**config.mk**
```make
export PLATFORM = sky130hd
export DESIGN_NAME = decode_stage_flat
export DESIGN_NICKNAME = d
export VERILOG_FILES = /design/src/rtl/decode_pkg.sv /design/src/rtl/decode_stage_if.sv /design/src/rtl/decode_stage_regfile.sv /design/src/rtl/decode_stage.sv /design/src/flat_wrapper.sv
export SDC_FILE = /design/constraint.sdc
export NUM_CORES = 2
export LEC_CHECK = 0
export ABC_AREA = 1
export ABC_CLOCK_PERIOD_IN_PS = 5100
export CORE_MARGIN = 4
export CORE_UTILIZATION = 40
export CTS_CLUSTER_SIZE = 30
export DETAILED_ROUTE_END_ITERATION = 8
export PLACE_DENSITY_LB_ADDON = 0.15
export SLEW_MARGIN = 5
export SYNTH_ARGS = -nofsm -noshare
export SYNTH_HDL_FRONTEND = slang
export SYNTH_SLANG_ARGS = --single-unit
```
**constraint.sdc**
```tcl
create_clock -name clk -period 5.1 [get_ports clk]
set_clock_uncertainty 0.2 [all_clocks]
set_input_delay 0.765 -clock clk [delete_from_list [all_inputs] [get_ports clk]]
set_output_delay 0.765 -clock clk [all_outputs]
set_load 0.02 [all_outputs]
```
**src/rtl/decode_pkg.sv**
```systemverilog
// Shared definitions for the decode stage: field positions, opcodes and the ID/EX bundle.
package decode_pkg;

  localparam int XLEN    = 32;
  localparam int REG_NUM = 32;
  localparam int RADDR_W = 5;

  localparam logic [XLEN-1:0] NOP_INSTR = 32'h0000_0000;

  localparam int OPC_LSB   = 26;
  localparam int RS_LSB    = 21;
  localparam int RT_LSB    = 16;
  localparam int RD_LSB    = 11;
  localparam int SHAMT_LSB = 6;
  localparam int FUNCT_LSB = 0;

  localparam logic [5:0] OPC_RTYPE = 6'h00;
  localparam logic [5:0] OPC_LW    = 6'h23;
  localparam logic [5:0] OPC_SW    = 6'h2B;
  localparam logic [5:0] OPC_BEQ   = 6'h04;
  localparam logic [5:0] OPC_ADDI  = 6'h08;

  typedef struct packed {
    logic              valid;
    logic [XLEN-1:0]   pc;
    logic [5:0]        opcode;
    logic [5:0]        funct;
    logic [4:0]        rs;
    logic [4:0]        rt;
    logic [4:0]        rd;
    logic [4:0]        shamt;
    logic [XLEN-1:0]   rs_data;
    logic [XLEN-1:0]   rt_data;
    logic [XLEN-1:0]   imm;
  } idex_t;

  function automatic logic [XLEN-1:0] sign_ext16(input logic [15:0] v);
    return {{(XLEN-16){v[15]}}, v};
  endfunction

endpackage

```
**src/rtl/decode_stage_if.sv**
```systemverilog
// Bundle of fetch, writeback, hazard and ID/EX signals seen by the decode stage.
interface decode_stage_if;
  import decode_pkg::*;

  logic [XLEN-1:0] pc_in;
  logic [XLEN-1:0] ir_in;
  logic            flush;
  logic            wb_en;
  logic [4:0]      wb_addr;
  logic [XLEN-1:0] wb_data;
  logic            ex_mem_read;
  logic [4:0]      ex_rt;
  logic            stall;
  logic            id_valid;
  logic [XLEN-1:0] id_pc;
  logic [5:0]      id_opcode;
  logic [5:0]      id_funct;
  logic [4:0]      id_rs;
  logic [4:0]      id_rt;
  logic [4:0]      id_rd;
  logic [4:0]      id_shamt;
  logic [XLEN-1:0] id_rs_data;
  logic [XLEN-1:0] id_rt_data;
  logic [XLEN-1:0] id_imm;

  modport slave (
    input  pc_in, ir_in, flush, wb_en, wb_addr, wb_data, ex_mem_read, ex_rt,
    output stall, id_valid, id_pc, id_opcode, id_funct, id_rs, id_rt, id_rd,
           id_shamt, id_rs_data, id_rt_data, id_imm
  );

  modport master (
    output pc_in, ir_in, flush, wb_en, wb_addr, wb_data, ex_mem_read, ex_rt,
    input  stall, id_valid, id_pc, id_opcode, id_funct, id_rs, id_rt, id_rd,
           id_shamt, id_rs_data, id_rt_data, id_imm
  );
endinterface

```
**src/rtl/decode_stage_regfile.sv**
```systemverilog
// 32x32 register file: synchronous write, r0 hardwired to zero, write-through on read.
module regfile
  import decode_pkg::*;
(
  input  logic               clk,
  input  logic               rst,
  input  logic               we,
  input  logic [RADDR_W-1:0] waddr,
  input  logic [XLEN-1:0]    wdata,
  input  logic [RADDR_W-1:0] raddr_a,
  input  logic [RADDR_W-1:0] raddr_b,
  output logic [XLEN-1:0]    rdata_a,
  output logic [XLEN-1:0]    rdata_b
);

  logic [XLEN-1:0] mem [REG_NUM];
  logic            wr_hit;

  assign wr_hit = we && (waddr != '0);

  always_ff @(posedge clk) begin
    if (rst) begin
      for (int i = 0; i < REG_NUM; i++) mem[i] <= '0;
    end else if (wr_hit) begin
      mem[waddr] <= wdata;
    end
  end

  // Same-cycle writeback forwards straight to the readers.
  always_comb begin
    rdata_a = '0;
    rdata_b = '0;
    if (raddr_a != '0) rdata_a = (wr_hit && waddr == raddr_a) ? wdata : mem[raddr_a];
    if (raddr_b != '0) rdata_b = (wr_hit && waddr == raddr_b) ? wdata : mem[raddr_b];
  end

endmodule

```
**src/rtl/decode_stage.sv**
```systemverilog
// Decode stage: IF/ID register, register-file read, field decode, load-use stall, ID/EX register.
module decode_stage
  import decode_pkg::*;
(
  input  logic           clk,
  input  logic           rst,
  decode_stage_if.slave  bus
);

  logic [XLEN-1:0] ifid_pc;
  logic [XLEN-1:0] ifid_ir;
  logic            ifid_valid;
  logic [4:0]      rs;
  logic [4:0]      rt;
  logic [XLEN-1:0] rs_data;
  logic [XLEN-1:0] rt_data;
  logic            stall;
  idex_t           idex_nxt;
  idex_t           idex;

  assign rs = ifid_ir[RS_LSB +: 5];
  assign rt = ifid_ir[RT_LSB +: 5];

  regfile u_regfile (
    .clk     (clk),
    .rst     (rst),
    .we      (bus.wb_en),
    .waddr   (bus.wb_addr),
    .wdata   (bus.wb_data),
    .raddr_a (rs),
    .raddr_b (rt),
    .rdata_a (rs_data),
    .rdata_b (rt_data)
  );

  // Flush wins over a load-use hit; reset also masks the stall.
  assign stall = !rst && bus.ex_mem_read && (bus.ex_rt != '0) && ifid_valid &&
                 ((bus.ex_rt == rs) || (bus.ex_rt == rt)) && !bus.flush;
  assign bus.stall = stall;

  always_ff @(posedge clk) begin
    if (rst || bus.flush) begin
      ifid_pc    <= '0;
      ifid_ir    <= NOP_INSTR;
      ifid_valid <= 1'b0;
    end else if (!stall) begin
      ifid_pc    <= bus.pc_in;
      ifid_ir    <= bus.ir_in;
      ifid_valid <= 1'b1;
    end
  end

  always_comb begin
    idex_nxt = '0;
    if (ifid_valid && !stall && !bus.flush) begin
      idex_nxt.valid   = 1'b1;
      idex_nxt.pc      = ifid_pc;
      idex_nxt.opcode  = ifid_ir[OPC_LSB +: 6];
      idex_nxt.funct   = ifid_ir[FUNCT_LSB +: 6];
      idex_nxt.rs      = rs;
      idex_nxt.rt      = rt;
      idex_nxt.rd      = ifid_ir[RD_LSB +: 5];
      idex_nxt.shamt   = ifid_ir[SHAMT_LSB +: 5];
      idex_nxt.rs_data = rs_data;
      idex_nxt.rt_data = rt_data;
      idex_nxt.imm     = sign_ext16(ifid_ir[15:0]);
    end
  end

  always_ff @(posedge clk) begin
    if (rst) idex <= '0;
    else     idex <= idex_nxt;
  end

  assign bus.id_valid   = idex.valid;
  assign bus.id_pc      = idex.pc;
  assign bus.id_opcode  = idex.opcode;
  assign bus.id_funct   = idex.funct;
  assign bus.id_rs      = idex.rs;
  assign bus.id_rt      = idex.rt;
  assign bus.id_rd      = idex.rd;
  assign bus.id_shamt   = idex.shamt;
  assign bus.id_rs_data = idex.rs_data;
  assign bus.id_rt_data = idex.rt_data;
  assign bus.id_imm     = idex.imm;

endmodule

```
**src/flat_wrapper.sv**
```systemverilog
// flat-port wrapper written by rule: the top's interface ports become plain ports
module decode_stage_flat import decode_pkg::*;
  (clk, rst, bus_pc_in, bus_ir_in, bus_flush, bus_wb_en, bus_wb_addr, bus_wb_data, bus_ex_mem_read, bus_ex_rt, bus_stall, bus_id_valid, bus_id_pc, bus_id_opcode, bus_id_funct, bus_id_rs, bus_id_rt, bus_id_rd, bus_id_shamt, bus_id_rs_data, bus_id_rt_data, bus_id_imm);
  decode_stage_if bus_i ();
  input  logic clk;
  input  logic rst;
  input wire logic [$bits(bus_i.pc_in)-1:0] bus_pc_in;
  input wire logic [$bits(bus_i.ir_in)-1:0] bus_ir_in;
  input wire logic [$bits(bus_i.flush)-1:0] bus_flush;
  input wire logic [$bits(bus_i.wb_en)-1:0] bus_wb_en;
  input wire logic [$bits(bus_i.wb_addr)-1:0] bus_wb_addr;
  input wire logic [$bits(bus_i.wb_data)-1:0] bus_wb_data;
  input wire logic [$bits(bus_i.ex_mem_read)-1:0] bus_ex_mem_read;
  input wire logic [$bits(bus_i.ex_rt)-1:0] bus_ex_rt;
  output wire logic [$bits(bus_i.stall)-1:0] bus_stall;
  output wire logic [$bits(bus_i.id_valid)-1:0] bus_id_valid;
  output wire logic [$bits(bus_i.id_pc)-1:0] bus_id_pc;
  output wire logic [$bits(bus_i.id_opcode)-1:0] bus_id_opcode;
  output wire logic [$bits(bus_i.id_funct)-1:0] bus_id_funct;
  output wire logic [$bits(bus_i.id_rs)-1:0] bus_id_rs;
  output wire logic [$bits(bus_i.id_rt)-1:0] bus_id_rt;
  output wire logic [$bits(bus_i.id_rd)-1:0] bus_id_rd;
  output wire logic [$bits(bus_i.id_shamt)-1:0] bus_id_shamt;
  output wire logic [$bits(bus_i.id_rs_data)-1:0] bus_id_rs_data;
  output wire logic [$bits(bus_i.id_rt_data)-1:0] bus_id_rt_data;
  output wire logic [$bits(bus_i.id_imm)-1:0] bus_id_imm;
  assign bus_i.pc_in = bus_pc_in;
  assign bus_i.ir_in = bus_ir_in;
  assign bus_i.flush = bus_flush;
  assign bus_i.wb_en = bus_wb_en;
  assign bus_i.wb_addr = bus_wb_addr;
  assign bus_i.wb_data = bus_wb_data;
  assign bus_i.ex_mem_read = bus_ex_mem_read;
  assign bus_i.ex_rt = bus_ex_rt;
  assign bus_stall = bus_i.stall;
  assign bus_id_valid = bus_i.id_valid;
  assign bus_id_pc = bus_i.id_pc;
  assign bus_id_opcode = bus_i.id_opcode;
  assign bus_id_funct = bus_i.id_funct;
  assign bus_id_rs = bus_i.id_rs;
  assign bus_id_rt = bus_i.id_rt;
  assign bus_id_rd = bus_i.id_rd;
  assign bus_id_shamt = bus_i.id_shamt;
  assign bus_id_rs_data = bus_i.id_rs_data;
  assign bus_id_rt_data = bus_i.id_rt_data;
  assign bus_id_imm = bus_i.id_imm;
  decode_stage u_core (.clk(clk), .rst(rst), .bus(bus_i));
endmodule
```
==> impl_summary.txt <==
----------------------------------------------------
[Status]
  Result of the run ... complete, no violations

[Clock tree]
  Number of cells upsized or downsized after cts ... 0
  Sink Count ... 1228
  Maximum clock path buffer count ... 3
  Number of buffers inserted by hold repair at cts ... 0
  Reg clk slew, reported paths ... 60 ps
  Post-CTS setup buffer count ... 0
  Number of CTS-inserted buffers ... 145
  Worst-Skew Late Latency ... 810 ps
  Clock root buffer ... sky130_fd_sc_hd__clkbuf_16
  CTS tree ... done
  Max H-tree Level ... 4

[Power and ir drop]
  Overall power ... 25.0 mW
  Static leakage ... 32.9 nW
  Power density of the placed cells ... 331 nW/µm²
  Switching part of the total power ... 0.279
  Clock Power Share ... 0.417
  Sequential share of power ... 0.460
  Fraction of power consumed by combinational cells ... 0.123
  Total internal power ... 18.1 mW
  Highest ir drop seen on vdd ... 0.000288 V
  Net switching component of the power ... 6.98 mW

[Drt]
  Detailed-route wire length ... 271000 µm
  Via-to-Cell Ratio ... 5.68
  Metal1 wirelength ... 105000 µm
  Count of antenna-violating nets left after detailed routing ... 0
  Uppermost layer routed ... met5
  Detailed route wirelength on metal2 ... 118000 µm
  Remaining design rule violation count ... 0
  Routed wirelength normalized by instance count ... 24.9 µm
  First-pass detailed-route iteration total ... 8
  Via count ... 61700
  Initial drt markers ... 8677
  Total length of routed met3 wires ... 33300 µm

[Logic synthesis]
  Proportion of synthesized chip area in sequential cells ... 0.528
  Number of unique standard cell types used by synthesis ... 20
  Count of state elements after synthesis ... 1228
  Gate Count Post-Synth ... 8657
  Number of warnings issued by yosys ... 0
  Syn Area/Cell ... 7.63 µm²
  Mapped Area ... 66000 µm²

[Finish]
  Area occupied by multi-input gates ... 24300 µm²
  Post-layout instance area ... 75600 µm²
  Final-stage net count ... 8679
  Flip-flop and latch area ... 34900 µm²
  Most used cells in the layout excluding fill and tap cells ... 2094 x sky130_fd_sc_hd__nand2_1, 1912 x sky130_fd_sc_hd__nand3_1, 1226 x sky130_fd_sc_hd__nor2_1
  Fraction of final layout cells sized beyond drive strength 1 ... 0.0573
  Synthesis-to-layout area growth ... 14.5%
  Most common library cell in the layout ignoring fill and taps ... sky130_fd_sc_hd__nand2_1
  Number of fillers in the final layout ... 15800

[Floorplan]
  Overall die area ... 172000 µm²
  Number of I/O pins ... 273
  Row cnt ... 148
  Standard cell core area ... 163000 µm²
  Die width ... 414 µm
  Effective utilization at floorplan ... 0.404
  Height of the die ... 414 µm

[Timing]
  Count of final hold-check violations ... 0
  Final-layout setup total negative slack ... 0 ps
  Post-layout min period ... 3810 ps
  Unrepaired setup endpoints after global routing ... false
  Slew @ Worst Pin ... 1250 ps
  Highest attainable clock frequency ... 263 MHz
  Slew Limit Headroom ... 0.167
  Setup violators final ... 0
  Share of the clock period used by the worst path ... 0.747
  Pins over their slew limit ... 0

[GRT]
  Wire length of the first global-routing pass ... 391000 µm
  Largest net degree at the start of global routing ... 181
  Residual overflow from global routing ... 0
  Total track usage ... 0.304
  Antenna violations before repair ... 6
  Vias in the first global route ... 58300

[Setup path]
  Worst path required time ... 4140 ps
  Kind of start point of the critical path ... input port
  Critical R2R Capture ... u_core.bus.id_rs_data[17]
  Crit path from ... bus_flush
  Critical Path End ... bus_stall
  Crit-path slowest cell ... sky130_fd_sc_hd__clkdlybuf4s50_1
  Worst Reg2Reg Path Length in Cells ... 8
  Most prevalent standard cell on the critical path ... sky130_fd_sc_hd__clkdlybuf4s50_1
  Arrival time worst endpoint ... 2840 ps
  Critical path start-end classification ... input port to primary output
  CP Max Fanout ... 19
  Element type at the critical path end ... primary output
  R2R setup slack ... 1470 ps
  Delay contributed by the slowest stage of the critical path ... 600 ps
  Critical path, cell by cell ... clkdlybuf4s50_1 -> or2_2 -> nor2_4 -> nand2_1 -> a21oi_1 -> nand2_4 -> inv_2 -> clkdlybuf4s50_1

[Hold path]
  Type of the tightest min-delay check ... flip-flop to flip-flop

[Placement]
  Cell area after placement ... 70800 µm²
  Half-perimeter wire length of the detailed placement result ... 152000 µm
  Final weighted congestion in routability-driven placement ... 0.881
  Count of buffers from port buffering ... 272

[Flow run]
  Number of maximum-capacitance violations ... 0

----------------------------------------------------
-- how the worst min path moves through the flow --
stage | from | cells after the start | to
floorplan | u_core.ifid_ir[0] | 2 | u_core.bus.id_funct[0]
global placement | u_core.ifid_ir[10] | 2 | u_core.bus.id_imm[10]
detailed placement | u_core.ifid_ir[13] | 2 | u_core.bus.id_imm[13]
CTS | u_core.ifid_pc[6] | 2 | u_core.bus.id_pc[6]
global route | u_core.ifid_pc[28] | 2 | u_core.bus.id_pc[28]
finish | u_core.ifid_pc[24] | 2 | u_core.bus.id_pc[24]
-- layout make-up --
cell class | count | area share
antenna | 1 | 0.0000331
sequential | 1228 | 0.461
inverter | 1117 | 0.0561
multi-input combinational | 5612 | 0.322
clock inverter | 69 | 0.00997
timing repair buffer | 464 | 0.0623
tap | 2175 | 0.0360
clock buffer | 197 | 0.0526
-- power by group through the flow --
stage / Clock [mW] / Combinational (mW) / Sequential [mW]
final: 10.4 / 3.07 / 11.5
after global routing: 10.9 / 3.27 / 11.6
after CTS: 10.5 / 2.98 / 11.5
after detailed placement: 0 / 2.97 / 11.7
after global placement: 0 / 2.94 / 11.7
after floorplan: 0 / 1.74 / 11.7
-- registers in the layout (all words and copies together), names as in the netlist, named ones only --
register and flops:
u_core.ifid_pc 32, u_core.u_regfile.mem 1024, u_core.bus.id_funct 5, u_core.bus.id_rt_data 32, u_core.bus.id_valid 1, u_core.bus.id_rs_data 32
u_core.bus.id_rt 5, u_core.ifid_valid 1, u_core.bus.id_imm 11, u_core.ifid_ir 32, u_core.bus.id_rs 5, u_core.bus.id_pc 32
u_core.bus.id_opcode 6
-- layer usage --
metal | vias up | global-route usage
met4 | 12 | 0.155
li1 | 27500 | -
met3 | 781 | 0.0718
met1 | 29200 | 0.407
met5 | - | 0
met2 | 4246 | 0.461
-- metrics by stage --
stage	worst slack [ps]	hold WS, ps	cells	utilization
after floorplan	1850	205	8688	-
after global placement	841	214	10600	0.434
after detailed placement	816	213	10600	0.434
after CTS	1270	221	10900	0.463
after global routing	1180	237	10900	0.463
final	1290	222	10900	0.463
-- kinds of logic after synthesis --
| kind of cell | synth area share |
|---|---|
| other | 0.0000568 |
| buffers and inverters | 0.110 |
| and+or+nand+nor | 0.345 |
| AOI/OAI and AO/OA | 0.0172 |
| DFF | 0.528 |
| xor gates and xnor gates | 0.000531 |
-- synthesized netlist by cell type (all sizes together) --
| cell | count | share of area |
|---|---|---|
| o211ai | 64 | 0.0073 |
| nand3 | 1914 | 0.15 |
| xor2 | 2 | 0.00027 |
| nor3 | 11 | 0.00083 |
| buf | 283 | 0.021 |
| edfxtp | 1024 | 0.47 |
| nor2 | 1229 | 0.070 |
| nand4 | 64 | 0.0061 |
| nand2 | 2160 | 0.12 |
| o21ai | 64 | 0.0049 |
| a21oi | 67 | 0.0051 |
| inv | 1117 | 0.064 |
| xnor2 | 2 | 0.00027 |
| or2 | 3 | 0.00028 |
| clkbuf | 448 | 0.025 |
| dfxtp | 204 | 0.062 |
| conb | 1 | 0.000057 |
-- critical path: cells and delay by family --
| kind | cells | cell delay [ps] |
|---|---|---|
| AOI/OAI and AO/OA | 1 | 230 |
| and+or+nand+nor | 4 | 740 |
| buffers and inverters | 3 | 1110 |
Power figures use the tool's default switching activity.
